## src/rtl/pipe_stage_skid.sv

```systemverilog
// Generic pipeline stage register: valid/ready handshake, optional two-entry skid buffer, flush-to-bubble.
// Define PIPE_SKID_EN for the skid buffer with registered IN_READY; otherwise a single register stage.
module pipe_stage_skid #(
    parameter int unsigned          PC_W      = 32,
    parameter int unsigned          PAYLOAD_W = 32,
    parameter logic [PAYLOAD_W-1:0] NOP_VALUE = {PAYLOAD_W{1'b0}}
) (
    input  logic                 clk,
    input  logic                 rst,
    input  logic                 FLUSH,
    input  logic                 IN_VALID,
    output logic                 IN_READY,
    input  logic [PC_W-1:0]      PC_IN,
    input  logic [PAYLOAD_W-1:0] PAYLOAD_IN,
    output logic                 OUT_VALID,
    input  logic                 OUT_READY,
    output logic [PC_W-1:0]      PC_OUT,
    output logic [PAYLOAD_W-1:0] PAYLOAD_OUT,
    output logic [1:0]           OCC
);

    // State encoding doubles as the occupancy count.
    localparam logic [1:0] ST_EMPTY = 2'd0;
    localparam logic [1:0] ST_BUSY  = 2'd1;
`ifdef PIPE_SKID_EN
    localparam logic [1:0] ST_FULL  = 2'd2;
`endif

    logic [1:0]           r_state;
    logic [1:0]           w_state_nxt;
    logic                 r_out_valid;
    logic [PC_W-1:0]      r_main_pc;
    logic [PC_W-1:0]      w_main_pc_nxt;
    logic [PAYLOAD_W-1:0] r_main_pl;
    logic [PAYLOAD_W-1:0] w_main_pl_nxt;
    logic                 w_in_fire;
    logic                 w_out_fire;

`ifdef PIPE_SKID_EN
    logic [PC_W-1:0]      r_skid_pc;
    logic [PC_W-1:0]      w_skid_pc_nxt;
    logic [PAYLOAD_W-1:0] r_skid_pl;
    logic [PAYLOAD_W-1:0] w_skid_pl_nxt;
    logic                 r_in_ready;

    assign IN_READY = r_in_ready;
`else
    assign IN_READY = !r_out_valid || OUT_READY;
`endif

    assign w_in_fire   = IN_VALID && IN_READY;
    assign w_out_fire  = r_out_valid && OUT_READY;
    assign OUT_VALID   = r_out_valid;
    assign PC_OUT      = r_main_pc;
    assign PAYLOAD_OUT = r_main_pl;
    assign OCC         = r_state;

    // Next-state and next-data; FLUSH overrides every handshake event.
    always_comb begin
        w_state_nxt   = r_state;
        w_main_pc_nxt = r_main_pc;
        w_main_pl_nxt = r_main_pl;
`ifdef PIPE_SKID_EN
        w_skid_pc_nxt = r_skid_pc;
        w_skid_pl_nxt = r_skid_pl;
`endif
        if (FLUSH) begin
            w_state_nxt   = ST_EMPTY;
            w_main_pc_nxt = '0;
            w_main_pl_nxt = NOP_VALUE;
`ifdef PIPE_SKID_EN
            w_skid_pc_nxt = '0;
            w_skid_pl_nxt = NOP_VALUE;
`endif
        end else begin
            case (r_state)
                ST_EMPTY: begin
                    if (w_in_fire) begin
                        w_state_nxt   = ST_BUSY;
                        w_main_pc_nxt = PC_IN;
                        w_main_pl_nxt = PAYLOAD_IN;
                    end
                end
                ST_BUSY: begin
                    if (w_in_fire && w_out_fire) begin
                        w_main_pc_nxt = PC_IN;
                        w_main_pl_nxt = PAYLOAD_IN;
                    end
`ifdef PIPE_SKID_EN
                    else if (w_in_fire) begin
                        w_state_nxt   = ST_FULL;
                        w_skid_pc_nxt = PC_IN;
                        w_skid_pl_nxt = PAYLOAD_IN;
                    end
`endif
                    else if (w_out_fire) begin
                        w_state_nxt   = ST_EMPTY;
                        w_main_pc_nxt = '0;
                        w_main_pl_nxt = NOP_VALUE;
                    end
                end
`ifdef PIPE_SKID_EN
                ST_FULL: begin
                    if (w_out_fire) begin
                        w_state_nxt   = ST_BUSY;
                        w_main_pc_nxt = r_skid_pc;
                        w_main_pl_nxt = r_skid_pl;
                        w_skid_pc_nxt = '0;
                        w_skid_pl_nxt = NOP_VALUE;
                    end
                end
`endif
                default: begin
                    w_state_nxt   = ST_EMPTY;
                    w_main_pc_nxt = '0;
                    w_main_pl_nxt = NOP_VALUE;
                end
            endcase
        end
    end

    always_ff @(posedge clk or negedge rst) begin
        if (!rst) begin
            r_state     <= ST_EMPTY;
            r_out_valid <= 1'b0;
            r_main_pc   <= '0;
            r_main_pl   <= NOP_VALUE;
        end else begin
            r_state     <= w_state_nxt;
            r_out_valid <= (w_state_nxt != ST_EMPTY);
            r_main_pc   <= w_main_pc_nxt;
            r_main_pl   <= w_main_pl_nxt;
        end
    end

`ifdef PIPE_SKID_EN
    // Skid storage and the registered ready derived from the next occupancy.
    always_ff @(posedge clk or negedge rst) begin
        if (!rst) begin
            r_skid_pc  <= '0;
            r_skid_pl  <= NOP_VALUE;
            r_in_ready <= 1'b1;
        end else begin
            r_skid_pc  <= w_skid_pc_nxt;
            r_skid_pl  <= w_skid_pl_nxt;
            r_in_ready <= (w_state_nxt != ST_FULL);
        end
    end
`endif

endmodule
```

## config.mk

```make
export PLATFORM = sky130hd
export DESIGN_NAME = pipe_stage_skid
export DESIGN_NICKNAME = d
export VERILOG_FILES = /design/src/rtl/pipe_stage_skid.sv
export SDC_FILE = /design/constraint.sdc
export NUM_CORES = 1
export LEC_CHECK = 0
export CORE_MARGIN = 8
export CORE_UTILIZATION = 41
export DETAILED_ROUTE_END_ITERATION = 12
export GPL_TIMING_DRIVEN = 0
export PLACE_DENSITY = 0.89
export SYNTH_ARGS = -nofsm -noshare
export SYNTH_HDL_FRONTEND = slang
export SYNTH_SLANG_ARGS = --single-unit
```

## constraint.sdc

```tcl
create_clock -name clk -period 3.02 [get_ports clk]
set_clock_uncertainty 0.15 [all_clocks]
set_input_delay 0.604 -clock clk [delete_from_list [all_inputs] [get_ports clk]]
set_output_delay 0.604 -clock clk [all_outputs]
set_load 0.005 [all_outputs]
```

==> flow_summary.rst, run 1 <==
.. list-table::
   :header-rows: 1

   * - Metric
     - Value
   * - Kind of cell with the highest combined delay on the critical path
     - buffers and inverters
   * - Quantity of gates resized following cts
     - 0
   * - Gate count after technology mapping
     - around 160
   * - Smallest hold slack
     - around 0.22 ns
   * - Average size of a mapped cell
     - 15.54 µm²
   * - DIE AREA
     - 8628 µm²
   * - Clock sink count
     - 67
   * - Total of flip-flops plus latches after synthesis
     - between 60 and 70
   * - Final net count
     - 372
   * - Ports
     - approximately 140
   * - Endpoint required time on the critical path
     - 2.27 ns
   * - Worst-path fanout max
     - 4
   * - Vias in the first global route
     - 2,136
   * - Drt wl/cell
     - 18.54 µm
   * - Pwr dens
     - between 400 and 500 nW/µm²
   * - Number of gates on the worst path with buffers counted
     - 3
   * - Class of the tightest hold or removal check
     - primary input to asynchronous set/reset pin
   * - Dominant cell type by area after synthesis
     - sky130_fd_sc_hd__dfrtp_1
   * - Outcome
     - completed
   * - Worst setup path end
     - IN_READY
   * - DRC Markers
     - 0
   * - Clock transition at the registers of the reported paths
     - around 0.07 ns
   * - Final design area excluding fillers
     - 4104 µm²
   * - Top post-synthesis cells by area
     - sky130_fd_sc_hd__dfrtp_1, sky130_fd_sc_hd__a22o_1, sky130_fd_sc_hd__buf_6
   * - Remaining global-route overflow
     - 0
   * - Clock H-tree levels
     - 3
   * - Number of antenna violations at the first check in global routing
     - 0
   * - Worst setup slack for register-to-register paths
     - 1.06 ns
   * - First-pass GRT wire length
     - 11,150 µm
   * - RSZ-0062 raised after global routing
     - false
   * - Count of cells along the worst register-to-register path
     - 4
   * - Buffer depth of the longest clock path
     - 2
   * - Critical path origin
     - OUT_READY
   * - Total inserted antenna cells
     - 0
   * - Violation count after the first detailed-route iteration
     - between 40 and 50
   * - Post-placement worst setup slack
     - 0.3461 ns
   * - Final setup vio count
     - 0
   * - Post CTS Setup Buffer Count
     - 0
   * - Largest stage delay on the critical path
     - 0.56 ns
   * - Clk root buf
     - sky130_fd_sc_hd__clkbuf_8
   * - Post-detailed-placement half-perimeter wirelength
     - 5474 µm
   * - Count of pins over their slew limit
     - 0
   * - Post-synth design cell area
     - around 2400 µm²
   * - Maximum number of pins on one net before global-route repair
     - 68
   * - Endpoint arrival time on the critical path
     - 1.86 ns
   * - Initial Utilization
     - roughly two fifths
   * - Leakage power of the design
     - 1.829 nW
   * - Hold buffer count at cts
     - 0
   * - Placeable core region
     - 5816 µm²
   * - Floorplan die width
     - 92.89 µm
   * - Final min period
     - ~2.6 ns
   * - Final std cells w/o fill
     - 383
   * - Most numerous cell on the critical path
     - sky130_fd_sc_hd__clkdlybuf4s50_1
   * - Post-Synthesis Net Count
     - 225
   * - Maximum achievable frequency
     - around 380 MHz
   * - Synthesis Warnings
     - 0
   * - Wirelength, routed
     - 7099 µm
   * - Synth top area share
     - between 60% and 70%
   * - Count of antenna-violating nets left after detailed routing
     - 0
   * - Number of optimization iterations in the first detailed-route pass
     - 4
   * - Slew of the pin with the lowest slew margin
     - 0.8265 ns
   * - Max-capacitance violation count
     - 0
   * - Cell total after placement
     - 367
   * - Endpoint kind of the worst setup timing path
     - primary output
   * - Max-slew headroom at the worst pin
     - between 40 and 50%
   * - Vias
     - 1,904
   * - Final weighted congestion of routability-driven global placement
     - about 0.69
   * - Destination of the worst register-to-register timing path
     - PC_OUT[15]
   * - Ratio of cells with drive above 1 in the final layout
     - 9.740%
   * - Cell area reported after detailed placement
     - slightly below 4000 µm²
   * - Count of buffering cells on the critical path with inverters included
     - 2
   * - Crit Path Class
     - primary input to primary output
   * - Clock tree from TritonCTS
     - done
   * - Worst path setup slack after routing
     - 0.4028 ns
   * - Worst path slowest cell
     - sky130_fd_sc_hd__clkdlybuf4s50_1
   * - Worst Setup Start Kind
     - primary input
   * - Number of unique standard cell types used by synthesis
     - 15
   * - Hold violation total from the final report
     - 0
   * - Count of port buffers added during placement
     - 136
   * - Insertion delay of the later-clocked pin in the worst-skew pair
     - 0.31 ns
   * - Sequential area share after synthesis
     - 69.18%
   * - Vias per inst
     - 4.971
   * - Launch point of the worst reg-to-reg path
     - OCC[0]
   * - Die Ht
     - 92.89 µm
   * - Global routing usage summed across all routing layers
     - between 10% and 20%
   * - Cell-by-cell listing of the critical path
     - clkdlybuf4s50_1 > nand2b_1 > clkdlybuf4s50_1
   * - Worst supply voltage drop on vdd
     - 0.0004102 V
   * - Std-Cell Rows
     - 28
   * - Number of buffers added by the clock tree synthesis step
     - 9
   * - Synthesis-to-layout area growth
     - 69.33%
   * - Final-layout fill cell count
     - 419
   * - Fin crit share
     - about 87%
[per-layer routing]
layer | up-vias | track usage, % | wire length, µm
li1 | 890 | - | -
met1 | 934 | 19.04 | 2934
met2 | 76 | 27.40 | 3596
met3 | 4 | 5.987 | 533
met4 | 0 | 5.235 | 35
met5 | - | 0 | 0
[through the flow]
step / setup TNS [ns] / power [mW] / util (%)
3_5_place_dp: 0 / 1.209 / 66.65
2_1_floorplan: 0 / 1.021 / -
5_1_grt: 0 / 2.104 / 70.57
3_3_place_gp: -59.51 / 1.201 / 66.70
4_1_cts: 0 / 2.038 / 70.57
6_report: 0 / 2.013 / 70.57
[worst reg2reg max path, stage by stage (launching register included)]
cell	delay (ns)
sky130_fd_sc_hd__dfrtp_1	0.41
sky130_fd_sc_hd__or2_4	0.25
sky130_fd_sc_hd__a311oi_4	0.69
sky130_fd_sc_hd__buf_6	0.24
sky130_fd_sc_hd__a22o_1	0.16
[synth_stat cells, drive strengths merged]
cell type and n:
conb 1, a21oi 1, nor2 3, a22o 64, and4 1, a311oi 1, clkbuf 6, nand2 1
o21ai 1, buf 7, dfrtp 67, or2 1, nand2b 2
[worst min path at each step]
stage                                from               to  slack, ns
final                                 rst       PC_OUT[18]       0.22
after global routing                  rst       PC_OUT[18]       0.29
after CTS                             rst       PC_OUT[18]       0.25
after detailed placement       PC_OUT[12]       PC_OUT[12]       0.34
after global placement    PAYLOAD_OUT[19]  PAYLOAD_OUT[19]       0.34
after floorplan                       rst           OCC[0]       0.16
[cells in the final DEF (no fill, tap or decap)]
| cell | netlist | final |
|---|---|---|
| sky130_fd_sc_hd__clkinvlp_4 | 0 | 1 |
| sky130_fd_sc_hd__dfrtp_1 | 67 | 67 |
| sky130_fd_sc_hd__o21ai_0 | 1 | 1 |
| sky130_fd_sc_hd__a22o_1 | 60 | 60 |
| sky130_fd_sc_hd__conb_1 | 1 | 1 |
| sky130_fd_sc_hd__clkdlybuf4s50_1 | 0 | 135 |
| sky130_fd_sc_hd__buf_4 | 0 | 1 |
| sky130_fd_sc_hd__a21oi_1 | 1 | 1 |
| sky130_fd_sc_hd__clkbuf_8 | 0 | 11 |
| sky130_fd_sc_hd__nand2b_1 | 2 | 2 |
| sky130_fd_sc_hd__nor2_1 | 3 | 3 |
| sky130_fd_sc_hd__buf_2 | 1 | 1 |
| sky130_fd_sc_hd__a311oi_4 | 1 | 1 |
| sky130_fd_sc_hd__nand2_1 | 1 | 1 |
| sky130_fd_sc_hd__and4_2 | 1 | 1 |
| sky130_fd_sc_hd__a22o_2 | 4 | 4 |
| sky130_fd_sc_hd__or2_4 | 1 | 1 |
| sky130_fd_sc_hd__bufinv_16 | 0 | 2 |
| sky130_fd_sc_hd__clkinv_2 | 0 | 1 |
| sky130_fd_sc_hd__clkbuf_1 | 6 | 7 |
| sky130_fd_sc_hd__buf_6 | 6 | 6 |
[registers in the layout, summed over array words and instances (netlist names)]
name	flops
PAYLOAD_OUT	32
PC_OUT	32
OUT_VALID	1
OCC	2
[final cells by class]
class / instances / area, µm² / area share [%]
Sequential cell: 67 / 1677 / 40.85
Clock buffer: 12 / 155.1 / 3.780
Timing Repair Buffer: 136 / 1359 / 33.11
Tap cell: 75 / 93.84 / 2.287
Buffer: 13 / 95.09 / 2.317
Clock inverter: 4 / 72.57 / 1.768
Multi-Input combinational cell: 76 / 651.9 / 15.88
[cells by family after synthesis]
group | Yosys count | synth area share, %
compound gates | 67 | 24.83
flops | 67 | 69.18
buf+inv | 13 | 3.923
simple gates | 8 | 1.910
other cells | 1 | 0.1547
[power by group]
group	internal [mW]	switching, mW
sequential	0.927	0.0179
clock	0.509	0.315
combinational	0.158	0.0855
(Power assumes the default switching activity.)
==> run 2, diff against run 1 <==
--- a/config.mk
+++ b/config.mk
@@ -5,11 +5,14 @@
 export SDC_FILE = /design/constraint.sdc
 export NUM_CORES = 1
 export LEC_CHECK = 0
+export CAP_MARGIN = 10
+export CORE_ASPECT_RATIO = 1.4
 export CORE_MARGIN = 8
 export CORE_UTILIZATION = 41
 export DETAILED_ROUTE_END_ITERATION = 12
 export GPL_TIMING_DRIVEN = 0
 export PLACE_DENSITY = 0.89
+export SKIP_LAST_GASP = 1
 export SYNTH_ARGS = -nofsm -noshare
 export SYNTH_HDL_FRONTEND = slang
 export SYNTH_SLANG_ARGS = --single-unit
==> flow_summary.rst, run 2 (synthesized netlist as in run 1, its figures left out) <==
.. list-table::
   :header-rows: 1

   * - Metric
     - Value
   * - Final setup vio count
     - 0
   * - Endpoint required time on the critical path
     - 2.27 ns
   * - Drt wl/cell
     - 19.62 µm
   * - Synthesis-to-layout area growth
     - 68.46%
   * - Maximum achievable frequency
     - 385.1 MHz
   * - Maximum number of pins on one net before global-route repair
     - 68
   * - Post-layout util
     - 70.63%
   * - Final-layout fill cell count
     - about 400
   * - Worst Setup Start Kind
     - primary input
   * - Max-slew headroom at the worst pin
     - 44.42%
   * - Number of buffers added by the clock tree synthesis step
     - 9
   * - Number of optimization iterations in the first detailed-route pass
     - 4
   * - Clk root buf
     - sky130_fd_sc_hd__clkbuf_8
   * - Hold buffer count at cts
     - 0
   * - Post CTS Setup Buffer Count
     - 0
   * - Worst supply voltage drop on vdd
     - 0.0003033 V
   * - Area of the multi-input gates
     - 651.9 µm²
   * - Ports
     - approximately 140
   * - Wirelength, routed
     - around 7400 µm
   * - Smallest hold slack
     - between 0.2 and 0.25 ns
   * - Insertion delay of the later-clocked pin in the worst-skew pair
     - around 0.33 ns
   * - Clock sink count
     - 67
   * - Floorplan die width
     - 80.98 µm
   * - Number of antenna violations at the first check in global routing
     - 0
   * - Count of antenna-violating nets left after detailed routing
     - 0
   * - Combined flip-flop and latch cell area
     - around 1700 µm²
   * - Count of port buffers added during placement
     - 136
   * - Final std cells w/o fill
     - roughly 380
   * - Global routing usage summed across all routing layers
     - roughly 17%
   * - Post-detailed-placement half-perimeter wirelength
     - 5699 µm
   * - Remaining global-route overflow
     - 0
   * - Die Ht
     - 107.0 µm
   * - Clock tree from TritonCTS
     - done
   * - Final net count
     - 372
   * - Outcome
     - completed
   * - Class of the tightest hold or removal check
     - primary input to asynchronous set/reset pin
   * - Endpoint kind of the worst setup timing path
     - primary output
   * - Endpoint arrival time on the critical path
     - around 1.8 ns
   * - Commonest cells after routing, fill and taps aside
     - sky130_fd_sc_hd__clkdlybuf4s50_1, sky130_fd_sc_hd__dfrtp_1, sky130_fd_sc_hd__a22o_1
   * - Ratio of cells with drive above 1 in the final layout
     - 10.06%
   * - Worst path setup slack after routing
     - 0.4230 ns
   * - Hold violation total from the final report
     - 0
   * - Total inserted antenna cells
     - 0
   * - Quantity of gates resized following cts
     - 0
   * - Std-Cell Rows
     - 33
   * - Vias per inst
     - 5.122
   * - Max-capacitance violation count
     - 0
   * - Leakage power of the design
     - between 1.5 and 2 nW
   * - Vias in the first global route
     - 2,074
   * - Slew of the pin with the lowest slew margin
     - around 0.83 ns
   * - Clock H-tree levels
     - 3
   * - DRC Markers
     - 0
   * - First-pass GRT wire length
     - 11,370 µm
   * - Crit Path Class
     - primary input to primary output
   * - DIE AREA
     - 8662 µm²
   * - RSZ-0062 raised after global routing
     - false
   * - Final weighted congestion of routability-driven global placement
     - roughly 0.74
   * - Violation count after the first detailed-route iteration
     - 120
   * - Count of pins over their slew limit
     - 0
   * - Fin crit share
     - 85.99%
   * - Cell total after placement
     - 362
   * - Initial Utilization
     - 41.93%
   * - Commonest non-fill, non-tap cell in the layout
     - sky130_fd_sc_hd__clkdlybuf4s50_1
   * - Post-placement worst setup slack
     - around 0.38 ns
   * - Worst-path fanout max
     - 4
   * - Pwr dens
     - between 400 and 500 nW/µm²
   * - Placeable core region
     - 5781 µm²
   * - Vias
     - 1,936
   * - Final min period
     - 2.597 ns
   * - Clock transition at the registers of the reported paths
     - 0.07 ns
   * - Buffer depth of the longest clock path
     - 2
## run 2: cell count changes in the layout (fill, tap and decap cells not counted), sizes merged
cell,before,now
clkinv,1,2
bufinv,2,1
## run 2: final cells by class
cell class | count | area share [%]
buffer | 13 | 2.329
multi-input combinational | 76 | 15.97
clock buffer | 12 | 4.045
clock inverter | 4 | 1.165
sequential | 67 | 41.07
timing repair buffer | 136 | 33.28
tap | 70 | 2.145
## run 2: report_power, final
group / internal [mW] / switching (mW) / total (mW) / leakage (nW)
clock network: 0.446 / 0.327 / 0.773 / 0.108
logic: 0.158 / 0.0868 / 0.245 / 0.798
registers: 0.927 / 0.0173 / 0.944 / 0.918
## run 2: stage by stage
stage | TNS (ns) | instance area, µm² | power (mW)
final | 0 | 4083 | 1.962
after global routing | 0 | 4083 | 2.051
after CTS | 0 | 4083 | 1.983
after detailed placement | 0 | 3870 | 1.209
after global placement | -62.54 | 3872 | 1.201
after floorplan | 0 | 2424 | 1.021
## run 2: metal layers
metal,up-vias,routed length (µm),GRT usage (%)
met5,-,0,0
met4,0,197,10.77
met3,12,485,3.769
met2,78,3898,28.92
met1,948,2833,19.14
li1,898,-,-
## run 2: final timing paths
path | start | endpoint | slack, ns | cells past startpoint
setup / recovery | OUT_READY | IN_READY | 0.42 | 3
hold / removal | rst | PAYLOAD_OUT[24] | 0.22 | 1
setup reg to reg | OCC[0] | PAYLOAD_OUT[28] | 1.08 | 4
hold reg to reg | PC_OUT[4] | PC_OUT[4] | 0.36 | 1
max in group asynchronous | rst | OUT_VALID | 1.95 | 1
min in group clk | PC_OUT[4] | PC_OUT[4] | 0.36 | 1
## run 2: worst max-delay path: stages
cell,delay (ns)
sky130_fd_sc_hd__clkdlybuf4s50_1,0.47
sky130_fd_sc_hd__nand2b_1,0.20
sky130_fd_sc_hd__clkdlybuf4s50_1,0.56
==> run 3, diff against run 2 <==
--- a/config.mk
+++ b/config.mk
@@ -9,6 +9,7 @@
 export CORE_ASPECT_RATIO = 1.4
 export CORE_MARGIN = 8
 export CORE_UTILIZATION = 41
+export CTS_CLUSTER_SIZE = 14
 export DETAILED_ROUTE_END_ITERATION = 12
 export GPL_TIMING_DRIVEN = 0
 export PLACE_DENSITY = 0.89
==> results of run 3 <==
Final layout, timing and power as in run 2 (identical DEF).
